==> src/rtl/vga_sync_gen.sv <==
// rtl/vga_sync_gen.sv - pixel-rate raster timing generator (counters, sync, video_on, line/frame markers)
// Optional per-frame counter output enabled by VGA_SYNC_FRAME_COUNT_EN.
module vga_sync_gen #(
  parameter int H_VISIBLE       = 640,
  parameter int H_FRONT         = 16,
  parameter int H_SYNC          = 96,
  parameter int H_BACK          = 48,
  parameter int V_VISIBLE       = 480,
  parameter int V_FRONT         = 10,
  parameter int V_SYNC          = 2,
  parameter int V_BACK          = 33,
  parameter int CLK_DIV         = 2,
  parameter int SYNC_ACTIVE_LOW = 1
) (
  input  logic       clk,
  input  logic       rst,
  output logic       pixel_tick,
  output logic [9:0] pixelx,
  output logic [9:0] pixely,
  output logic       video_on,
  output logic       hsync,
  output logic       vsync,
  output logic       line_start,
  output logic       frame_start
`ifdef VGA_SYNC_FRAME_COUNT_EN
  ,
  output logic [7:0] frame_count
`endif
);

  localparam int H_TOTAL = H_VISIBLE + H_FRONT + H_SYNC + H_BACK;
  localparam int V_TOTAL = V_VISIBLE + V_FRONT + V_SYNC + V_BACK;
  localparam int DIV_W   = (CLK_DIV > 1) ? $clog2(CLK_DIV) : 1;

  localparam logic [DIV_W-1:0] DIV_LAST = DIV_W'(CLK_DIV - 1);
  localparam logic [9:0] H_LAST   = 10'(H_TOTAL - 1);
  localparam logic [9:0] V_LAST   = 10'(V_TOTAL - 1);
  localparam logic [9:0] H_VIS    = 10'(H_VISIBLE);
  localparam logic [9:0] V_VIS    = 10'(V_VISIBLE);
  localparam logic [9:0] HS_START = 10'(H_VISIBLE + H_FRONT);
  localparam logic [9:0] HS_END   = 10'(H_VISIBLE + H_FRONT + H_SYNC);
  localparam logic [9:0] VS_START = 10'(V_VISIBLE + V_FRONT);
  localparam logic [9:0] VS_END   = 10'(V_VISIBLE + V_FRONT + V_SYNC);
  localparam logic SYNC_ON  = (SYNC_ACTIVE_LOW != 0) ? 1'b0 : 1'b1;
  localparam logic SYNC_OFF = ~SYNC_ON;

  generate
    if (H_TOTAL > 1024 || V_TOTAL > 1024 || CLK_DIV < 1) begin : g_bad_params
      $error("vga_sync_gen: H_TOTAL/V_TOTAL must fit 10 bits and CLK_DIV must be >= 1");
    end
  endgenerate

  logic [DIV_W-1:0] div_q, div_d;
  logic [9:0]       x_q, x_d, y_q, y_d;
  logic             pixel_tick_q, pixel_tick_d;
  logic             video_on_q, video_on_d;
  logic             hsync_q, hsync_d;
  logic             vsync_q, vsync_d;
  logic             line_start_q, line_start_d;
  logic             frame_start_q, frame_start_d;
  logic             div_wrap;

  // Every registered output is decoded from the next-state counters so it
  // lines up with pixelx/pixely in the same cycle.
  always_comb begin
    div_wrap = (div_q == DIV_LAST);
    div_d    = div_wrap ? '0 : div_q + DIV_W'(1);
    x_d      = x_q;
    y_d      = y_q;
    if (div_wrap) begin
      if (x_q == H_LAST) begin
        x_d = '0;
        y_d = (y_q == V_LAST) ? '0 : y_q + 10'd1;
      end else begin
        x_d = x_q + 10'd1;
      end
    end
    pixel_tick_d  = div_wrap;
    video_on_d    = (x_d < H_VIS) && (y_d < V_VIS);
    hsync_d       = (x_d >= HS_START && x_d < HS_END) ? SYNC_ON : SYNC_OFF;
    vsync_d       = (y_d >= VS_START && y_d < VS_END) ? SYNC_ON : SYNC_OFF;
    line_start_d  = div_wrap && (x_d == '0);
    frame_start_d = line_start_d && (y_d == '0);
  end

  always_ff @(posedge clk or negedge rst) begin
    if (!rst) begin
      div_q         <= '0;
      x_q           <= H_LAST;
      y_q           <= V_LAST;
      pixel_tick_q  <= 1'b0;
      video_on_q    <= 1'b0;
      hsync_q       <= SYNC_OFF;
      vsync_q       <= SYNC_OFF;
      line_start_q  <= 1'b0;
      frame_start_q <= 1'b0;
    end else begin
      div_q         <= div_d;
      x_q           <= x_d;
      y_q           <= y_d;
      pixel_tick_q  <= pixel_tick_d;
      video_on_q    <= video_on_d;
      hsync_q       <= hsync_d;
      vsync_q       <= vsync_d;
      line_start_q  <= line_start_d;
      frame_start_q <= frame_start_d;
    end
  end

`ifdef VGA_SYNC_FRAME_COUNT_EN
  logic [7:0] frame_count_q, frame_count_d;

  always_comb begin
    frame_count_d = frame_start_d ? frame_count_q + 8'd1 : frame_count_q;
  end

  always_ff @(posedge clk or negedge rst) begin
    if (!rst) begin
      frame_count_q <= '0;
    end else begin
      frame_count_q <= frame_count_d;
    end
  end

  assign frame_count = frame_count_q;
`endif

  assign pixel_tick  = pixel_tick_q;
  assign pixelx      = x_q;
  assign pixely      = y_q;
  assign video_on    = video_on_q;
  assign hsync       = hsync_q;
  assign vsync       = vsync_q;
  assign line_start  = line_start_q;
  assign frame_start = frame_start_q;

endmodule
==> config.mk <==
export PLATFORM = sky130hd
export DESIGN_NAME = vga_sync_gen
export DESIGN_NICKNAME = d
export VERILOG_FILES = /design/src/rtl/vga_sync_gen.sv
export SDC_FILE = /design/constraint.sdc
export NUM_CORES = 1
export LEC_CHECK = 0
export ABC_CLOCK_PERIOD_IN_PS = 2500
export CORE_UTILIZATION = 54
export CTS_BUF_LIST = sky130_fd_sc_hd__clkbuf_4
export CTS_CLUSTER_SIZE = 16
export DETAILED_ROUTE_END_ITERATION = 8
export PLACE_DENSITY_LB_ADDON = 0.25
export SYNTH_ARGS = -nofsm -noshare
export SYNTH_HDL_FRONTEND = slang
export SYNTH_SLANG_ARGS = --single-unit
export TNS_END_PERCENT = 30
==> constraint.sdc <==
create_clock -name clk -period 2.5 [get_ports clk]
set_input_delay 0.5 -clock clk [delete_from_list [all_inputs] [get_ports clk]]
set_output_delay 0.5 -clock clk [all_outputs]
set_load 0.005 [all_outputs]
Word-level counts from Yosys, hierarchy flattened --
Cells that the tools add are included.
Storage, ports and cells: register bits after elaboration 27, latch bits 0, word-level logic and storage cells 35, RAM bits 0, output and inout port bits 26, ROM bits 0, input port bits 2, memories kept 0
Operators by class: magnitude comparators 6, bitwise logic cells 0, multiply operators 0, add/subtract/negate cells 3, equal/unequal tests 2, reduce and logical (&&, ||, !) cells 7, shift operators 0, mux-type cells 8, divide/modulo/power cells 0
Operators by type and width (number):
- $mux 10 | 5
- $add 10x1->10 const B | 2
- $eq 10x10->1 const B | 2
- $logic_not 10->1 | 2
- $lt 10x10->1 const B | 2
- $lt 10x9->1 const B | 2
- $ge 10x10->1 const B | 1
- $ge 10x9->1 const B | 1
- $logic_and 1x1->1 | 5
- $mux 1 | 3
- $add 1x1->1 const B | 1

Depth between registers and ports, before layout --
depth after elaboration 7, gate-level depth with buffers 8, gate-level depth less buffers 8

Least setup slack after synthesis --
No wires, ideal clock.
kind register -> register, start point register x_q[0] (netlist: pixelx[0]), end point register vsync_q (netlist: vsync), buffers on the path 1, path slack 0.291 ns, setup time 0.094 ns, data required time 2.406 ns, period minus slack after synthesis 2.209 ns, arrival 2.115 ns, stages on the path, launching flop included 9, cells stage by stage dfstp_2 -> ha_1 -> nor4b_4 -> and3_1 -> buf_4 -> nand3_1 -> xor2_1 -> nor4_1 -> nand4b_1
On the way: word-level cells in the longest chain between the ends 6, elaborated cells on any way between the ends 7, those cells by class order compare (2); eq/ne (1); mux (3); reduce/logical (1)
Ends and longest elaborated chain:
- start, declared | RTL line 54 | logic [9:0] x_q, x_d, y_q, y_d;
- start signal, assigned | RTL line 89 | x_q <= H_LAST;
- start signal, assigned | RTL line 99 | x_q <= x_d;
- $eq 10x10->1 * | RTL line 71 | if (x_q == H_LAST) begin
- $mux 10 * | RTL line 71
- $mux 10 * | RTL line 70 | if (div_wrap) begin
- $ge 10x9->1 / $lt 10x9->1 (equally long branches) | RTL line 81 | vsync_d = (y_d >= VS_START && y_d < VS_END) ? SYNC_ON : SYNC_OFF;
- $logic_and 1x1->1 * | RTL line 81
- $mux 1 * | RTL line 81
- named net vsync_d | RTL line 58 | logic vsync_q, vsync_d;
- end signal, assigned | RTL line 104 | vsync_q <= vsync_d;
- end, declared | RTL line 58
The timed path passes the listed nets; every way through them passes the cells marked *.

Final worst setup path --
start point register y_q[1] (netlist: pixely[1]), end point register frame_start_q (netlist: frame_start)
On the way: word-level cells in the longest chain between the ends 6, elaborated cells on any way between the ends 7, those cells by class add/sub (1); eq/ne (1); mux (3); reduce/logical (2)
Ends and longest elaborated chain:
- start, declared | RTL line 54
- start signal, assigned | RTL line 100 | y_q <= y_d;
- $add 10x1->10 / $eq 10x10->1 (equally long branches) | RTL line 73 | y_d = (y_q == V_LAST) ? '0 : y_q + 10'd1;
- $mux 10 | RTL line 73
- $mux 10 | RTL line 71
- $mux 10 * | RTL line 70
- $logic_not 10->1 * | RTL line 83 | frame_start_d = line_start_d && (y_d == '0);
- $logic_and 1x1->1 * | RTL line 83
- named net frame_start_d | RTL line 60 | logic frame_start_q, frame_start_d;
- end signal, assigned | RTL line 106 | frame_start_q <= frame_start_d;
- end, declared | RTL line 60
Marks and branches as above.

==> results.toml <==
[logic_synthesis]
syn_inst = 160
synthTopCellsByArea = "dfrtp_1, dfstp_2, nand2_1"
synth-edff-count = 0
synth_area_leader_cell = "dfrtp_1"
ys_seq_area_share_pct = 45.4
syn_area_per_cell_um2 = 9.51
synth-seq-cells = 27
synth_warnings = 0
synth_area_um2 = 1520
synth_flop_cell = "dfrtp_1"
async_flop_share_pct = 100
ys_types = 43
synth_top_area_share_pct = 24.7
syn_nets = 165

[timing]
finalHoldViolCount = 0
rsz0062_at_grt = "false"
finalClockSkew_ns = 0.00658
worst_slack_ns = 0.170
setup_viol = 0
maxSlewViolCount = 0
tightest_slew_ns = 0.383
layout_min_cycle_time_ns = 2.33
maxSlewHeadroom_pct = 74.3
timing.final.crit_share_pct = 93.2
max_freq_ghz = 0.429
tns_ns = 0

[floorplan]
fp.dieArea_um2 = 3030
die_w_um = 55.1
ios = 28
dieHeight_um = 55.1
start_util_pct = 59.3
core-area_um2 = 2570
rows = 18

[critical_path]
reg2reg_from = "pixely[1]"
worstSetupEndpointType = "flip-flop"
path_class = "reg2reg"
critPathLaunchType = "flip-flop"
r2r_end = "frame_start"
rrSetupSlack_ns = 0.17
crit_path_max_fanout = 6
r2r_cells = 8
worstPathRequired_ns = 2.74
worstPathArrival_ns = 2.57

[global_route]
grt_pass1_vias = 1234
grt_pass1_wl_mm = 5.13
grt_max_degree = 28
track_usage_pct = 23.7
grt-ovfl-total = 0
antenna_found_initial = 0

[detailed_routing]
topRoutingLayerUsed = "met4"
ant_nets = 0
drcViolationCount = 0
wl_met1_mm = 1.38
dr_wl_met2_mm = 1.71
num_vias = 1298
via_per_inst = 5.90
dr_wl_met3_um = 127
first_iter_violations = 51
wl_per_cell_um = 14.9
drt_wl_total_mm = 3.27
first_pass_iters = 4

[clock_tree]
path_clk_slew_ns = 0.14
clock-sinks = 27
insertion_delay_ns = 0.32
clock_path_buffers = 2
numCtsBuffers = 3
clockRootBuffer = "clkbuf_4"
cts_tree = "yes"
h-tree-depth = 1

[worst_hold_path]
min_path_type = "in2async"

[pwr]
leakage_uw = 0.000838
max-vdd-ir-drop_uv = 401
power.switching_uw = 133
p_sw_share_pct = 20.6
power_uw = 647
power.internal_uw = 514
pwr-share-seq_pct = 67.7
p_per_area_nw_per_um2 = 346
p_clk_share_pct = 30.6
p_comb_share_pct = 1.7

[layout]
final_cell_mix = "clkdlybuf4s50_1, nand2_1, dfrtp_1, inv_1, dfstp_2"
multi_input_area_um2 = 761
antenna_cells = 0
drive_gt1_share_pct = 16.3
fin_nets = 196
area_growth_syn_to_layout_pct = 22.8
final_common_cell = "clkdlybuf4s50_1"
fill_cells = 207
register_area_um2 = 691
layoutNonFillerInstCount = 220
design_area_um2 = 1870

[placement]
post-place-ws_ns = 0.104
io_buffers = 27
gp_congestion = 0.842
placedCellCount = 216
hpwlAfterDp_mm = 2.42
placed_cell_area_um2 = 1830

[outcome]
status = "finished clean"

[run]
max-cap-violations = 0
==> synth_stat cells, types with 3 or more instances <==
| library cell | instances |
|---|---|
| and3_1 | 5 |
| xnor2_1 | 4 |
| nand4_1 | 7 |
| inv_1 | 13 |
| o21ai_0 | 8 |
| dfrtp_1 | 15 |
| nand3_1 | 11 |
| nor2b_1 | 3 |
| and4_1 | 3 |
| nand2b_1 | 3 |
| ha_1 | 3 |
| nor2_1 | 9 |
| nand2_1 | 20 |
| xor2_1 | 6 |
| a21oi_1 | 3 |
| dfstp_2 | 12 |
==> logic make-up (layout without fill, tap and decap cells) <==
logic type	after synthesis	in the layout	share of synthesized area (%)
mux	2	2	1.48
fa+ha+maj	3	3	2.47
simple gates	77	77	29.9
compound gates	23	23	9.87
xor+xnor	10	10	5.76
buf+inv	18	48	5.10
flops	27	27	45.4
==> critical path, cell delays in order, from the launching register on <==
cell and delay [ns]:
dfrtp_1 0.44, inv_1 0.11, ha_1 0.16, or4b_4 0.48, nor4_4 0.30, o21ai_2 0.10, a21oi_2 0.19, o2111ai_1 0.17
nor4_2 0.30
==> layer usage <==
metal	up-vias	global-route usage, %
li1	622	-
met1	631	26.8
met2	39	44.2
met3	6	2.73
met4	0	10.4
met5	-	0
==> power by group through the flow <==
stage	combinational (uW)	clock, uW	sequential, uW
detailed placement	11.3	0	445
CTS	11.4	203	438
global placement	10.8	0	445
finish	10.7	198	438
global route	12.9	215	438
floorplan	0.000400	0	445
==> area by class of cell <==
cell class	instances	share of cell area [%]
Multi-Input combinational cell	115	40.7
Sequential cell	27	37.0
Timing Repair Buffer	31	16.1
Inverter	13	2.61
Tap cell	30	2.01
Clock buffer	4	1.61
==> repair_timing <==
| item | 4_1_cts | 5_1_grt |
|---|---|---|
| gates resized for setup | 0 | 2 |
| hold buffers | 0 | 0 |
| buffers inserted | 0 | 0 |
| setup endpoints to repair | 0 | 3 |
==> per-stage QoR <==
step                      utilization, %  hold WS [ns]
after floorplan                        -         0.204
after global routing                72.8         0.566
after detailed placement            71.3         0.523
after global placement              71.3         0.506
final                               72.8         0.535
after CTS                           72.5         0.542
==> sequential cells by signal, summed over array words and instances (netlist names) <==
signal       flops
pixely          10
line_start       1
hsync            1
pixel_tick       1
frame_start      1
video_on         1
vsync            1
div_q            1
pixelx          10
==> worst max-delay path by stage <==
| stage | cells after the start | endpoint | slack (ns) | start |
|---|---|---|---|---|
| finish | 8 | frame_start | 0.17 | pixely[1] |
| detailed placement | 7 | vsync | 0.10 | pixelx[0] |
| CTS | 7 | vsync | 0.08 | pixelx[0] |
| global route | 7 | vsync | 0.006 | pixelx[0] |
| floorplan | 8 | vsync | 0.29 | pixelx[0] |
| global placement | 7 | vsync | 0.14 | pixelx[0] |
No activity file was read; power rests on OpenSTA's default activity.
